===== config.mk =====
export PLATFORM = sky130hd
export DESIGN_NAME = fpu_pipe
export DESIGN_NICKNAME = d
export VERILOG_FILES = /design/src/rtl/data_type_pkg.sv /design/src/rtl/op_intf.sv /design/src/rtl/fp_add.sv /design/src/rtl/fp_mul.sv /design/src/rtl/fpu_pipe_ctrl.sv /design/src/rtl/fpu_pipe.sv
export SDC_FILE = /design/constraint.sdc
export NUM_CORES = 1
export LEC_CHECK = 0
export CAP_MARGIN = 40
export CORE_MARGIN = 3
export CORE_UTILIZATION = 40
export DETAILED_ROUTE_END_ITERATION = 7
export PLACE_DENSITY_LB_ADDON = 0.12
export SYNTH_ARGS = -nofsm -noshare
export SYNTH_HDL_FRONTEND = slang
export SYNTH_SLANG_ARGS = --single-unit

===== constraint.sdc =====
create_clock -name clk_i -period 22.4 [get_ports clk_i]
set_input_delay 2.24 -clock clk_i [delete_from_list [all_inputs] [get_ports clk_i]]
set_output_delay 2.24 -clock clk_i [all_outputs]
set_load 0.005 [all_outputs]

===== src/rtl/data_type_pkg.sv =====
// Shared FPU types and format helpers. Helpers build bit patterns in a wide
// word so any EXP_WIDTH/FRAC_WIDTH combination can share them; callers truncate.
package data_type_pkg;
    localparam int MODE_WIDTH = 2;
    localparam int FP_MAX_W   = 64;

    typedef enum logic [MODE_WIDTH-1:0] {
        MODE_ADD = 2'd0,
        MODE_SUB = 2'd1,
        MODE_MUL = 2'd2,
        MODE_MAC = 2'd3
    } fpu_mode_e;

    function automatic logic [FP_MAX_W-1:0] fp_flip_sign(input logic [FP_MAX_W-1:0] x,
                                                         input int dw);
        return x ^ (FP_MAX_W'(1) << (dw - 1));
    endfunction

    function automatic logic [FP_MAX_W-1:0] fp_inf(input logic sign, input int exp_w,
                                                   input int frac_w);
        logic [FP_MAX_W-1:0] exp_ones;
        exp_ones = (FP_MAX_W'(1) << exp_w) - FP_MAX_W'(1);
        return (exp_ones << frac_w) | (FP_MAX_W'(sign) << (exp_w + frac_w));
    endfunction

    function automatic logic [FP_MAX_W-1:0] fp_qnan(input int exp_w, input int frac_w);
        return fp_inf(1'b0, exp_w, frac_w) | (FP_MAX_W'(1) << (frac_w - 1));
    endfunction
endpackage


===== src/rtl/op_intf.sv =====
// Operand/result bundle connecting the pipeline to a combinational fp core.
interface op_intf #(
    parameter int DW = 16
);
    logic [DW-1:0] a;
    logic [DW-1:0] b;
    logic [DW-1:0] y;
    logic          ovf;

    modport core (input a, input b, output y, output ovf);
    modport user (output a, output b, input y, input ovf);
endinterface


===== src/rtl/fp_add.sv =====
// Combinational floating-point adder: round-to-nearest-even, denormals flushed
// to zero, exact cancellation gives +0, ovf flags an infinite result from finite inputs.
module fp_add
    import data_type_pkg::*;
#(
    parameter int EXP_WIDTH  = 8,
    parameter int FRAC_WIDTH = 7
) (
    op_intf.core op
);
    localparam int DW = 1 + EXP_WIDTH + FRAC_WIDTH;
    localparam int MW = FRAC_WIDTH + 1;
    localparam int XW = MW + 3;
    localparam int EW = EXP_WIDTH + 2;
    localparam logic [EXP_WIDTH-1:0] EXP_ONES = '1;

    logic                  sa, sb, sx, sy;
    logic [EXP_WIDTH-1:0]  ea, eb, ex, ey, diff;
    logic [FRAC_WIDTH-1:0] fa, fb, fx, fy, frac;
    logic                  nan_a, nan_b, inf_a, inf_b, swap, found;
    logic [XW-1:0]         mx, my, my_sh, norm;
    logic [XW:0]           sum;
    logic [MW-1:0]         mant;
    logic [MW:0]           mant_r;
    logic                  guard, sticky;
    logic signed [EW-1:0]  exp_s;
    int                    lz;

    always_comb begin
        {sa, ea, fa} = op.a;
        {sb, eb, fb} = op.b;
        nan_a = (ea == EXP_ONES) && (fa != '0);
        nan_b = (eb == EXP_ONES) && (fb != '0);
        inf_a = (ea == EXP_ONES) && (fa == '0);
        inf_b = (eb == EXP_ONES) && (fb == '0);

        // x carries the larger magnitude so the aligned difference never goes negative
        swap         = {eb, fb} > {ea, fa};
        {sx, ex, fx} = swap ? op.b : op.a;
        {sy, ey, fy} = swap ? op.a : op.b;
        mx   = (ex == '0) ? '0 : {1'b1, fx, 3'b000};
        my   = (ey == '0) ? '0 : {1'b1, fy, 3'b000};
        diff = ex - ey;
        if (int'(diff) >= XW) begin
            my_sh = {{(XW-1){1'b0}}, |my};
        end else begin
            my_sh    = my >> diff;
            my_sh[0] = my_sh[0] | (|(my & ~({XW{1'b1}} << diff)));
        end
        sum = (sx == sy) ? ({1'b0, mx} + {1'b0, my_sh}) : ({1'b0, mx} - {1'b0, my_sh});

        exp_s = EW'(ex);
        lz    = 0;
        found = 1'b0;
        if (sum[XW]) begin
            norm  = {sum[XW:2], sum[1] | sum[0]};
            exp_s = exp_s + EW'(1);
        end else begin
            for (int i = XW - 1; i >= 0; i--) begin
                if (!found && sum[i]) begin
                    found = 1'b1;
                    lz    = XW - 1 - i;
                end
            end
            norm  = sum[XW-1:0] << lz;
            exp_s = exp_s - EW'(lz);
        end

        mant   = norm[XW-1:3];
        guard  = norm[2];
        sticky = |norm[1:0];
        mant_r = {1'b0, mant} + {{MW{1'b0}}, guard & (sticky | mant[0])};
        frac   = mant_r[MW] ? mant_r[MW-1:1] : mant_r[MW-2:0];
        exp_s  = exp_s + EW'(mant_r[MW]);

        op.ovf = 1'b0;
        if (nan_a || nan_b || (inf_a && inf_b && (sa != sb))) begin
            op.y = DW'(fp_qnan(EXP_WIDTH, FRAC_WIDTH));
        end else if (inf_a) begin
            op.y = DW'(fp_inf(sa, EXP_WIDTH, FRAC_WIDTH));
        end else if (inf_b) begin
            op.y = DW'(fp_inf(sb, EXP_WIDTH, FRAC_WIDTH));
        end else if (sum == '0) begin
            op.y = {sa & sb, {(DW-1){1'b0}}};
        end else if (exp_s >= $signed({2'b00, EXP_ONES})) begin
            op.y   = DW'(fp_inf(sx, EXP_WIDTH, FRAC_WIDTH));
            op.ovf = 1'b1;
        end else if (exp_s <= 0) begin
            op.y = {sx, {(DW-1){1'b0}}};
        end else begin
            op.y = {sx, exp_s[EXP_WIDTH-1:0], frac};
        end
    end
endmodule


===== src/rtl/fp_mul.sv =====
// Combinational floating-point multiplier: round-to-nearest-even, denormals
// flushed to zero, ovf flags an infinite result produced from finite operands.
module fp_mul
    import data_type_pkg::*;
#(
    parameter int EXP_WIDTH  = 8,
    parameter int FRAC_WIDTH = 7
) (
    op_intf.core op
);
    localparam int DW   = 1 + EXP_WIDTH + FRAC_WIDTH;
    localparam int MW   = FRAC_WIDTH + 1;
    localparam int PW   = 2 * MW;
    localparam int EW   = EXP_WIDTH + 2;
    localparam int BIAS = (1 << (EXP_WIDTH - 1)) - 1;
    localparam logic [EXP_WIDTH-1:0] EXP_ONES = '1;

    logic                  sa, sb, sy;
    logic [EXP_WIDTH-1:0]  ea, eb;
    logic [FRAC_WIDTH-1:0] fa, fb, frac;
    logic                  nan_a, nan_b, inf_a, inf_b, zero_a, zero_b;
    logic [PW-1:0]         prod, norm;
    logic [MW-1:0]         mant;
    logic [MW:0]           mant_r;
    logic                  guard, sticky;
    logic signed [EW-1:0]  exp_s;

    always_comb begin
        {sa, ea, fa} = op.a;
        {sb, eb, fb} = op.b;
        sy     = sa ^ sb;
        nan_a  = (ea == EXP_ONES) && (fa != '0);
        nan_b  = (eb == EXP_ONES) && (fb != '0);
        inf_a  = (ea == EXP_ONES) && (fa == '0);
        inf_b  = (eb == EXP_ONES) && (fb == '0);
        zero_a = (ea == '0);
        zero_b = (eb == '0);

        prod   = PW'({1'b1, fa}) * PW'({1'b1, fb});
        norm   = prod[PW-1] ? prod : (prod << 1);
        mant   = norm[PW-1 -: MW];
        guard  = norm[PW-MW-1];
        sticky = |norm[PW-MW-2:0];
        mant_r = {1'b0, mant} + {{MW{1'b0}}, guard & (sticky | mant[0])};
        frac   = mant_r[MW] ? mant_r[MW-1:1] : mant_r[MW-2:0];
        exp_s  = EW'(ea) + EW'(eb) - EW'(BIAS) + EW'(prod[PW-1]) + EW'(mant_r[MW]);

        op.ovf = 1'b0;
        if (nan_a || nan_b || (inf_a && zero_b) || (zero_a && inf_b)) begin
            op.y = DW'(fp_qnan(EXP_WIDTH, FRAC_WIDTH));
        end else if (inf_a || inf_b) begin
            op.y = DW'(fp_inf(sy, EXP_WIDTH, FRAC_WIDTH));
        end else if (zero_a || zero_b) begin
            op.y = {sy, {(DW-1){1'b0}}};
        end else if (exp_s >= $signed({2'b00, EXP_ONES})) begin
            op.y   = DW'(fp_inf(sy, EXP_WIDTH, FRAC_WIDTH));
            op.ovf = 1'b1;
        end else if (exp_s <= 0) begin
            op.y = {sy, {(DW-1){1'b0}}};
        end else begin
            op.y = {sy, exp_s[EXP_WIDTH-1:0], frac};
        end
    end
endmodule


===== src/rtl/fpu_pipe_ctrl.sv =====
// Two-stage valid/ready control and the sticky overflow flag for fpu_pipe.
module fpu_pipe_ctrl (
    input  logic clk_i,
    input  logic rst_ni,
    input  logic in_valid_i,
    input  logic out_ready_i,
    input  logic ovf_i,
    input  logic sticky_clr_i,
    output logic in_ready_o,
    output logic s1_en_o,
    output logic s2_en_o,
    output logic out_valid_o,
    output logic ovf_sticky_o
);
    // Handshake: a transfer happens on a posedge where valid && ready; a
    // producer holds valid and payload stable until that edge, and the output
    // stage holds its payload while out_valid_o && !out_ready_i.
    logic s1_valid_q, s1_valid_d;
    logic s2_valid_q, s2_valid_d;
    logic sticky_q, sticky_d;
    logic adv;

    always_comb begin
        adv        = !s2_valid_q || out_ready_i;
        in_ready_o = adv || !s1_valid_q;
        s1_en_o    = in_valid_i && in_ready_o;
        s2_en_o    = adv && s1_valid_q;
        s1_valid_d = in_ready_o ? in_valid_i : s1_valid_q;
        s2_valid_d = adv ? s1_valid_q : s2_valid_q;
        // set wins over a simultaneous clear
        sticky_d   = (sticky_q && !sticky_clr_i) || (s2_valid_q && out_ready_i && ovf_i);
    end

    always_ff @(posedge clk_i or negedge rst_ni) begin
        if (!rst_ni) begin
            s1_valid_q <= 1'b0;
            s2_valid_q <= 1'b0;
            sticky_q   <= 1'b0;
        end else begin
            s1_valid_q <= s1_valid_d;
            s2_valid_q <= s2_valid_d;
            sticky_q   <= sticky_d;
        end
    end

    assign out_valid_o  = s2_valid_q;
    assign ovf_sticky_o = sticky_q;
endmodule


===== src/rtl/fpu_pipe.sv =====
// Two-stage handshaked FPU: S1 captures operands and the product, S2 runs the
// shared adder for ADD/SUB/MAC and owns the accumulator.
module fpu_pipe
    import data_type_pkg::*;
#(
    parameter  int EXP_WIDTH  = 8,
    parameter  int FRAC_WIDTH = 7,
    parameter  int TAG_WIDTH  = 4,
    localparam int DW         = 1 + EXP_WIDTH + FRAC_WIDTH
) (
    input  logic                  clk_i,
    input  logic                  rst_ni,
    input  logic                  in_valid_i,
    output logic                  in_ready_o,
    input  logic [MODE_WIDTH-1:0] mode_i,
    input  logic [DW-1:0]         in1_i,
    input  logic [DW-1:0]         in2_i,
    input  logic [TAG_WIDTH-1:0]  tag_i,
    output logic                  out_valid_o,
    input  logic                  out_ready_i,
    output logic [DW-1:0]         out_o,
    output logic [TAG_WIDTH-1:0]  tag_o,
    output logic                  ovf_o,
    output logic                  ovf_sticky_o,
    output logic [DW-1:0]         acc_o,
    input  logic                  acc_clr_i,
    input  logic                  sticky_clr_i
);
    logic s1_en, s2_en;

    fpu_mode_e            s1_mode_q, s1_mode_d;
    logic [TAG_WIDTH-1:0] s1_tag_q, s1_tag_d, out_tag_q, out_tag_d;
    logic [DW-1:0]        s1_in1_q, s1_in1_d, s1_in2_q, s1_in2_d;
    logic [DW-1:0]        s1_prod_q, s1_prod_d, out_q, out_d, acc_q, acc_d;
    logic                 s1_prod_ovf_q, s1_prod_ovf_d, out_ovf_q, out_ovf_d;
    logic [DW-1:0]        res;
    logic                 res_ovf;

    op_intf #(.DW(DW)) mul_if ();
    op_intf #(.DW(DW)) add_if ();

    fp_mul #(.EXP_WIDTH(EXP_WIDTH), .FRAC_WIDTH(FRAC_WIDTH)) u_mul (.op(mul_if));
    fp_add #(.EXP_WIDTH(EXP_WIDTH), .FRAC_WIDTH(FRAC_WIDTH)) u_add (.op(add_if));

    fpu_pipe_ctrl u_ctrl (
        .clk_i        (clk_i),
        .rst_ni       (rst_ni),
        .in_valid_i   (in_valid_i),
        .out_ready_i  (out_ready_i),
        .ovf_i        (out_ovf_q),
        .sticky_clr_i (sticky_clr_i),
        .in_ready_o   (in_ready_o),
        .s1_en_o      (s1_en),
        .s2_en_o      (s2_en),
        .out_valid_o  (out_valid_o),
        .ovf_sticky_o (ovf_sticky_o)
    );

    assign mul_if.a = in1_i;
    assign mul_if.b = in2_i;

    always_comb begin
        s1_mode_d     = s1_en ? fpu_mode_e'(mode_i) : s1_mode_q;
        s1_tag_d      = s1_en ? tag_i : s1_tag_q;
        s1_in1_d      = s1_en ? in1_i : s1_in1_q;
        s1_in2_d      = s1_en ? in2_i : s1_in2_q;
        s1_prod_d     = s1_en ? mul_if.y : s1_prod_q;
        s1_prod_ovf_d = s1_en ? mul_if.ovf : s1_prod_ovf_q;
    end

    always_comb begin
        add_if.a = (s1_mode_q == MODE_MAC) ? acc_q : s1_in1_q;
        case (s1_mode_q)
            MODE_SUB: add_if.b = DW'(fp_flip_sign(FP_MAX_W'(s1_in2_q), DW));
            MODE_MAC: add_if.b = s1_prod_q;
            default:  add_if.b = s1_in2_q;
        endcase

        // a product that already overflowed still counts as overflow after the MAC add
        case (s1_mode_q)
            MODE_MUL: begin
                res     = s1_prod_q;
                res_ovf = s1_prod_ovf_q;
            end
            MODE_MAC: begin
                res     = add_if.y;
                res_ovf = s1_prod_ovf_q | add_if.ovf;
            end
            default: begin
                res     = add_if.y;
                res_ovf = add_if.ovf;
            end
        endcase

        out_d     = s2_en ? res : out_q;
        out_tag_d = s2_en ? s1_tag_q : out_tag_q;
        out_ovf_d = s2_en ? res_ovf : out_ovf_q;

        acc_d = acc_q;
        if (s2_en && (s1_mode_q == MODE_MAC)) begin
            acc_d = res;
        end
        if (acc_clr_i) begin
            acc_d = '0;
        end
    end

    always_ff @(posedge clk_i or negedge rst_ni) begin
        if (!rst_ni) begin
            s1_mode_q     <= MODE_ADD;
            s1_tag_q      <= '0;
            s1_in1_q      <= '0;
            s1_in2_q      <= '0;
            s1_prod_q     <= '0;
            s1_prod_ovf_q <= 1'b0;
            out_q         <= '0;
            out_tag_q     <= '0;
            out_ovf_q     <= 1'b0;
            acc_q         <= '0;
        end else begin
            s1_mode_q     <= s1_mode_d;
            s1_tag_q      <= s1_tag_d;
            s1_in1_q      <= s1_in1_d;
            s1_in2_q      <= s1_in2_d;
            s1_prod_q     <= s1_prod_d;
            s1_prod_ovf_q <= s1_prod_ovf_d;
            out_q         <= out_d;
            out_tag_q     <= out_tag_d;
            out_ovf_q     <= out_ovf_d;
            acc_q         <= acc_d;
        end
    end

    assign out_o = out_q;
    assign tag_o = out_tag_q;
    assign ovf_o = out_ovf_q;
    assign acc_o = acc_q;
endmodule

==> results.ini, run 1 <==
[run_status]
status = finished, final reports clean

[setup_path]
worst-path-max-fanout = 21
critPathTopFamily = simple AND/OR/NAND/NOR gates
cp-start-kind = flip-flop
cp_common_cell = ha_1
slowest_delay_ns = 0.79
worst-path-buf-inv = 5
cp.arrival_ns = 14.04
slowest_stage = ha_1
worstPathRequired_ns = 22.67
cp-end-kind = flip-flop
crit_type = reg -> reg

[routing]
first_pass_iters = 5
drc_errors = 0
vias_per_cell = 5.72
antenna_left = 0
wl_per_cell_um = 19.0
postRouteWirelength_mm = 35.4
via_count = 10700
drt_iter0_drc = 954

[layout]
final_common_cell = nand2_1
antennaDiodeCount = 0
drive_gt1_share_pct = 4.55
area_delta_synth_final_pct = 13.3
num-fill-cells = 2746
final_nets = 1656
final_cell_mix = nand2_1 (263), inv_1 (107), nor2_1 (95), dfrtp_1 (95), a21oi_1 (86)

[floorplan]
fp.dieW_um = 174
io_pins = 84
dieArea_um2 = 30300
chipHeight_um = 174
rows = 60
core-area_um2 = 27400
start_util_pct = 41.3

[sta]
drv_slew = 0
fmax_mhz = 72.6
tns_ns = 0
finalCritPeriodShare_pct = 61.5
rsz0062_at_grt = false
fin_crit_ns = 13.78
worstMarginPinSlew_ns = 0.959
slew_headroom_pct = 35.8
skew_ns = 0.0148
setup_viol = 0
finalHoldViolCount = 0

[placement]
post-dp-hpwl_mm = 28.4
gp_congestion = 0.933
io_buffer_count = 83

[synth]
synth_area_um2 = 11300
synth_flop_cell = dfrtp_1
syn-mean-instance-area_um2 = 7.91
ys_seq_area_share_pct = 21.0
synth-edff-count = 0
syn-num-nets = 1598
ys_ff_latch = 95
syn_inst = 1430
synth.distinct_cells = 94
yosysWarnings = 0
synthArstFlopShare_pct = 100

[clocking]
cts_resized = 0
root_buffer = clkbuf_16
cts_setup_buffers = 0
clkSlewWorstSetupHoldPaths_ns = 0.08
htree_levels = 3
numCtsBuffers = 9
insertion_delay_ns = 0.35
hold_buffers = 0
clk_path_buf_depth = 2
cts_sinks = 95
cts_tree = done

[grt]
antenna_found_initial = 0
grt_max_degree = 54
gr-usage-all-layers_pct = 23.2
grt-ovfl-total = 0
grt_pass1_vias = 10300
grt_pass1_wl_mm = 57.3

[min_path]
min_path_type = reg -> reg

[run]
max_cap_violations = 0

sequential cells by signal, indices dropped and copies added (netlist names), 2 cells and up:
signal / cells
s1_prod_q: 16
acc_o: 16
s1_in2_q: 16
tag_o: 4
s1_mode_q: 2
out_o: 16
s1_in1_q: 16
s1_tag_q: 4
tightest hold or removal path: stages (launching register included):
cell and delay, ns:
dfrtp_1 0.35, nand2_1 0.05, nand2_1 0.04
area by class of cell:
class	count	area [um2]	area share, %
sequential	95	2380	18.5
clock buffer	9	225	1.76
clock inverter	7	72.6	0.566
inverter	112	433	3.37
tap	372	465	3.63
multi-input combinational	1175	8290	64.7
timing repair buffer	95	961	7.49
cells by family (layout without fill, tap and decap cells):
| group | count (synthesis) | after routing | share of synthesized area (%) |
|---|---|---|---|
| flops | 95 | 95 | 21.0 |
| compound gates | 326 | 326 | 19.7 |
| simple gates | 576 | 576 | 24.2 |
| fa+ha+maj | 124 | 124 | 16.4 |
| xor+xnor | 70 | 70 | 5.42 |
| mux | 79 | 79 | 7.64 |
| buf+inv | 160 | 223 | 5.75 |
synthesized netlist by cell type, drive strengths merged (7+ instances only):
library cell  number  area [um2]
nand2            264         991
inv              108         405
dfrtp             95        2380
nor2              95         357
a21oi             87         447
ha                84        1050
o21ai             67         350
mux2i             66         673
and2              53         334
xnor2             50         438
fa                40         801
nor3              36         203
clkbuf            28         105
buf               20         113
xor2              20         175
a211oi            19         148
nand4             19         119
o21bai            19         143
nand3             18        95.1
a21o              17         128
nand2b            17         106
a31oi             14        93.8
and3              13        81.3
nor4              13        81.3
o21a              10        75.1
o31ai             10        85.1
mux2               9         101
o22ai              9        56.3
o211ai             7        52.6
metal layers:
metal,vias to the layer above,GRT usage [%],share of wire (%)
li1,5164,-,-
met1,5171,31.9,46
met2,270,39.2,47
met3,61,1.94,3.3
met4,0,6.53,2.9
met5,-,0,0
metrics by stage:
step / cell area [um2] / setup slack [ns] / util (%) / cells / hold slack [ns]
2_1_floorplan: 11300 / 10.68 / - / 1430 / 0.439
3_3_place_gp: 12500 / 8.81 / 45.5 / 1845 / 0.450
3_5_place_dp: 12500 / 8.90 / 45.7 / 1849 / 0.453
4_1_cts: 12800 / 8.84 / 46.8 / 1865 / 0.472
5_1_grt: 12800 / 7.27 / 46.8 / 1865 / 0.501
6_report: 12800 / 8.62 / 46.8 / 1865 / 0.465
worst paths after layout:
kind                               from             to  slack, ns  depth (start not counted)
max in group asynchronous        rst_ni  s1_prod_q[12]      19.60                          3
min in group asynchronous        rst_ni       acc_o[4]       1.75                          1
setup reg to reg           s1_mode_q[0]       acc_o[4]       8.62                         49
hold reg to reg             s1_tag_q[2]       tag_o[2]       0.46                          2
hold / removal              s1_tag_q[2]       tag_o[2]       0.46                          2
setup / recovery           s1_mode_q[0]       acc_o[4]       8.62                         49
Power of run 1 is not shown: default switching activity piles up to over one toggle a cycle in this logic, so the estimate is an artifact.
==> run 2: changes to the inputs <==
==> constraint.sdc (replaced) <==
create_clock -name clk_i -period 13.25 [get_ports clk_i]
set_input_delay 1.325 -clock clk_i [delete_from_list [all_inputs] [get_ports clk_i]]
set_output_delay 1.325 -clock clk_i [all_outputs]
set_load 0.005 [all_outputs]
==> results.ini, run 2 (synthesis results as in run 1) <==
[clocking]
clkSlewWorstSetupHoldPaths_ns = 0.08  ; about the same
root_buffer = clkbuf_16  ; unchanged
clk_path_buf_depth = 2  ; unchanged
numCtsBuffers = 9  ; unchanged
htree_levels = 3  ; unchanged
insertion_delay_ns = 0.35  ; about the same
cts_sinks = 95  ; unchanged
cts_tree = done  ; unchanged

[min_path]
worstHoldStart = s1_tag_q[3]  ; was s1_tag_q[2]
min_path_type = reg -> reg  ; unchanged
holdPathStages = 2  ; unchanged
hold_end = tag_o[3]  ; was tag_o[2]

[setup_path]
r2r_cells = 55  ; was 49
worstPathRequired_ns = 13.51  ; was 22.67 ns
slowest_stage = or4b_1  ; was ha_1
crit_type = reg -> reg  ; unchanged
r2r-start = s1_mode_q[1]  ; was s1_mode_q[0]
cp-start-kind = flip-flop  ; unchanged
cp.arrival_ns = 12.74  ; was 14.04 ns
slowest_delay_ns = 0.56  ; was 0.79 ns
cp-end-kind = flip-flop  ; unchanged
cp_common_cell = ha_1  ; unchanged
reg2reg_to = acc_o[4]  ; unchanged
reg2reg_setup_slack_ns = 0.78  ; was 8.62 ns
critPathTopFamily = simple AND/OR/NAND/NOR gates  ; unchanged
worst-path-max-fanout = 15  ; was 21
cp-startpoint = s1_mode_q[1]  ; was s1_mode_q[0]
worst-path-buf-inv = 8  ; was 5

[grt]
grt_pass1_wl_mm = 58.4  ; was 57.3 mm
grt-ovfl-total = 0  ; unchanged
grt_pass1_vias = 10400  ; was 10,300
gr-usage-all-layers_pct = 23.7  ; was 23.2%
antenna_found_initial = 0  ; unchanged
grt_max_degree = 62  ; was 54

[sta]
fmax_mhz = 80.2  ; was 72.6 MHz
worstMarginPinSlew_ns = 0.931  ; was 0.959 ns
fin_crit_ns = 12.47  ; was 13.78 ns
finalCritPeriodShare_pct = 94.1  ; was 61.5%
setup_viol = 0  ; unchanged
slew_headroom_pct = 37.7  ; was 35.8%
drv_slew = 0  ; unchanged
skew_ns = 0.0134  ; was 0.0148 ns
finalHoldViolCount = 0  ; unchanged

[layout]
final_common_cell = nand2_1  ; unchanged
final_cell_mix = nand2_1 (260), inv_1 (107), nor2_1 (95)  ; was nand2_1 (263), inv_1 (107), nor2_1 (95), dfrtp_1 (95), a21oi_1 (86)
area_delta_synth_final_pct = 15.8  ; was 13.3%
final_nets = 1683  ; was 1,656
utilization_pct = 47.8  ; was 46.8%
drive_gt1_share_pct = 7.83  ; was 4.55%
finalNonFillerCells = 1892  ; was 1,865
antennaDiodeCount = 0  ; unchanged

[run_status]
status = finished, final reports clean  ; unchanged

[floorplan]
chipHeight_um = 174  ; unchanged
fp.dieW_um = 174  ; unchanged
io_pins = 84  ; unchanged
dieArea_um2 = 30300  ; unchanged
core-area_um2 = 27400  ; unchanged
start_util_pct = 41.3  ; unchanged
rows = 60  ; unchanged

[run]
max_cap_violations = 0  ; unchanged

[routing]
wl_per_cell_um = 19.2  ; was 19.0 um
vias_per_cell = 5.69  ; was 5.72
drc_errors = 0  ; unchanged
via_count = 10800  ; was 10,700
antenna_left = 0  ; unchanged
first_pass_iters = 6  ; was 5
postRouteWirelength_mm = 36.4  ; was 35.4 mm
drt_iter0_drc = 789  ; was 954

[placement]
gp_congestion = 1.00  ; was 0.933
io_buffer_count = 83  ; unchanged
dp_cells = 1867  ; was 1,849
post-dp-hpwl_mm = 29.3  ; was 28.4 mm

## run 2: routing by layer
layer  part of all wire [%]  vias up  GRT usage (%)
met3                    3.6       64           1.90
li1                       -     5208              -
met1                     46     5164           32.5
met5                      0        -              0
met4                    3.0        0           7.07
met2                     47      321           40.1
## run 2: cell type report
cell class	instances	area, um2
fillers	2754	14300
well taps	372	465
clock buffers	9	225
inverters	112	437
flip-flops and latches	95	2380
repair buffers	122	1130
clock inverters	7	73.8
multi-input cells	1175	8390
## run 2: worst max path at each step
stage	endpoint	slack, ns	depth (start not counted)
5_1_grt	acc_o[4]	-0.02	55
4_1_cts	acc_o[4]	0.06	52
3_5_place_dp	acc_o[4]	0.09	52
3_3_place_gp	out_o[1]	0.55	51
2_1_floorplan	acc_o[4]	1.53	55
6_report	acc_o[4]	0.78	55
## run 2: tightest hold or removal path, stage by stage (launching register included)
cell	delay (ns)
dfrtp_1	0.35
nand2_1	0.05
nand2_1	0.05
## run 2: per-stage QoR
step / setup slack, ns / hold WS (ns) / TNS, ns / area (um2)
4_1_cts: 0.0598 / 0.476 / 0 / 12900
3_3_place_gp: 0.550 / 0.450 / 0 / 12600
6_report: 0.778 / 0.475 / 0 / 13100
3_5_place_dp: 0.0855 / 0.455 / 0 / 12600
2_1_floorplan: 1.53 / 0.439 / 0 / 11300
5_1_grt: -0.0192 / 0.507 / -0.0192 / 13100
## run 2: timing repair
action | in CTS | in global routing
gates resized for setup | 0 | 29
buffers inserted | 0 | 9
endpoints found under the setup margin | 0 | 31
hold buffers | 0 | 0
Power of run 2 is left out for the same reason.
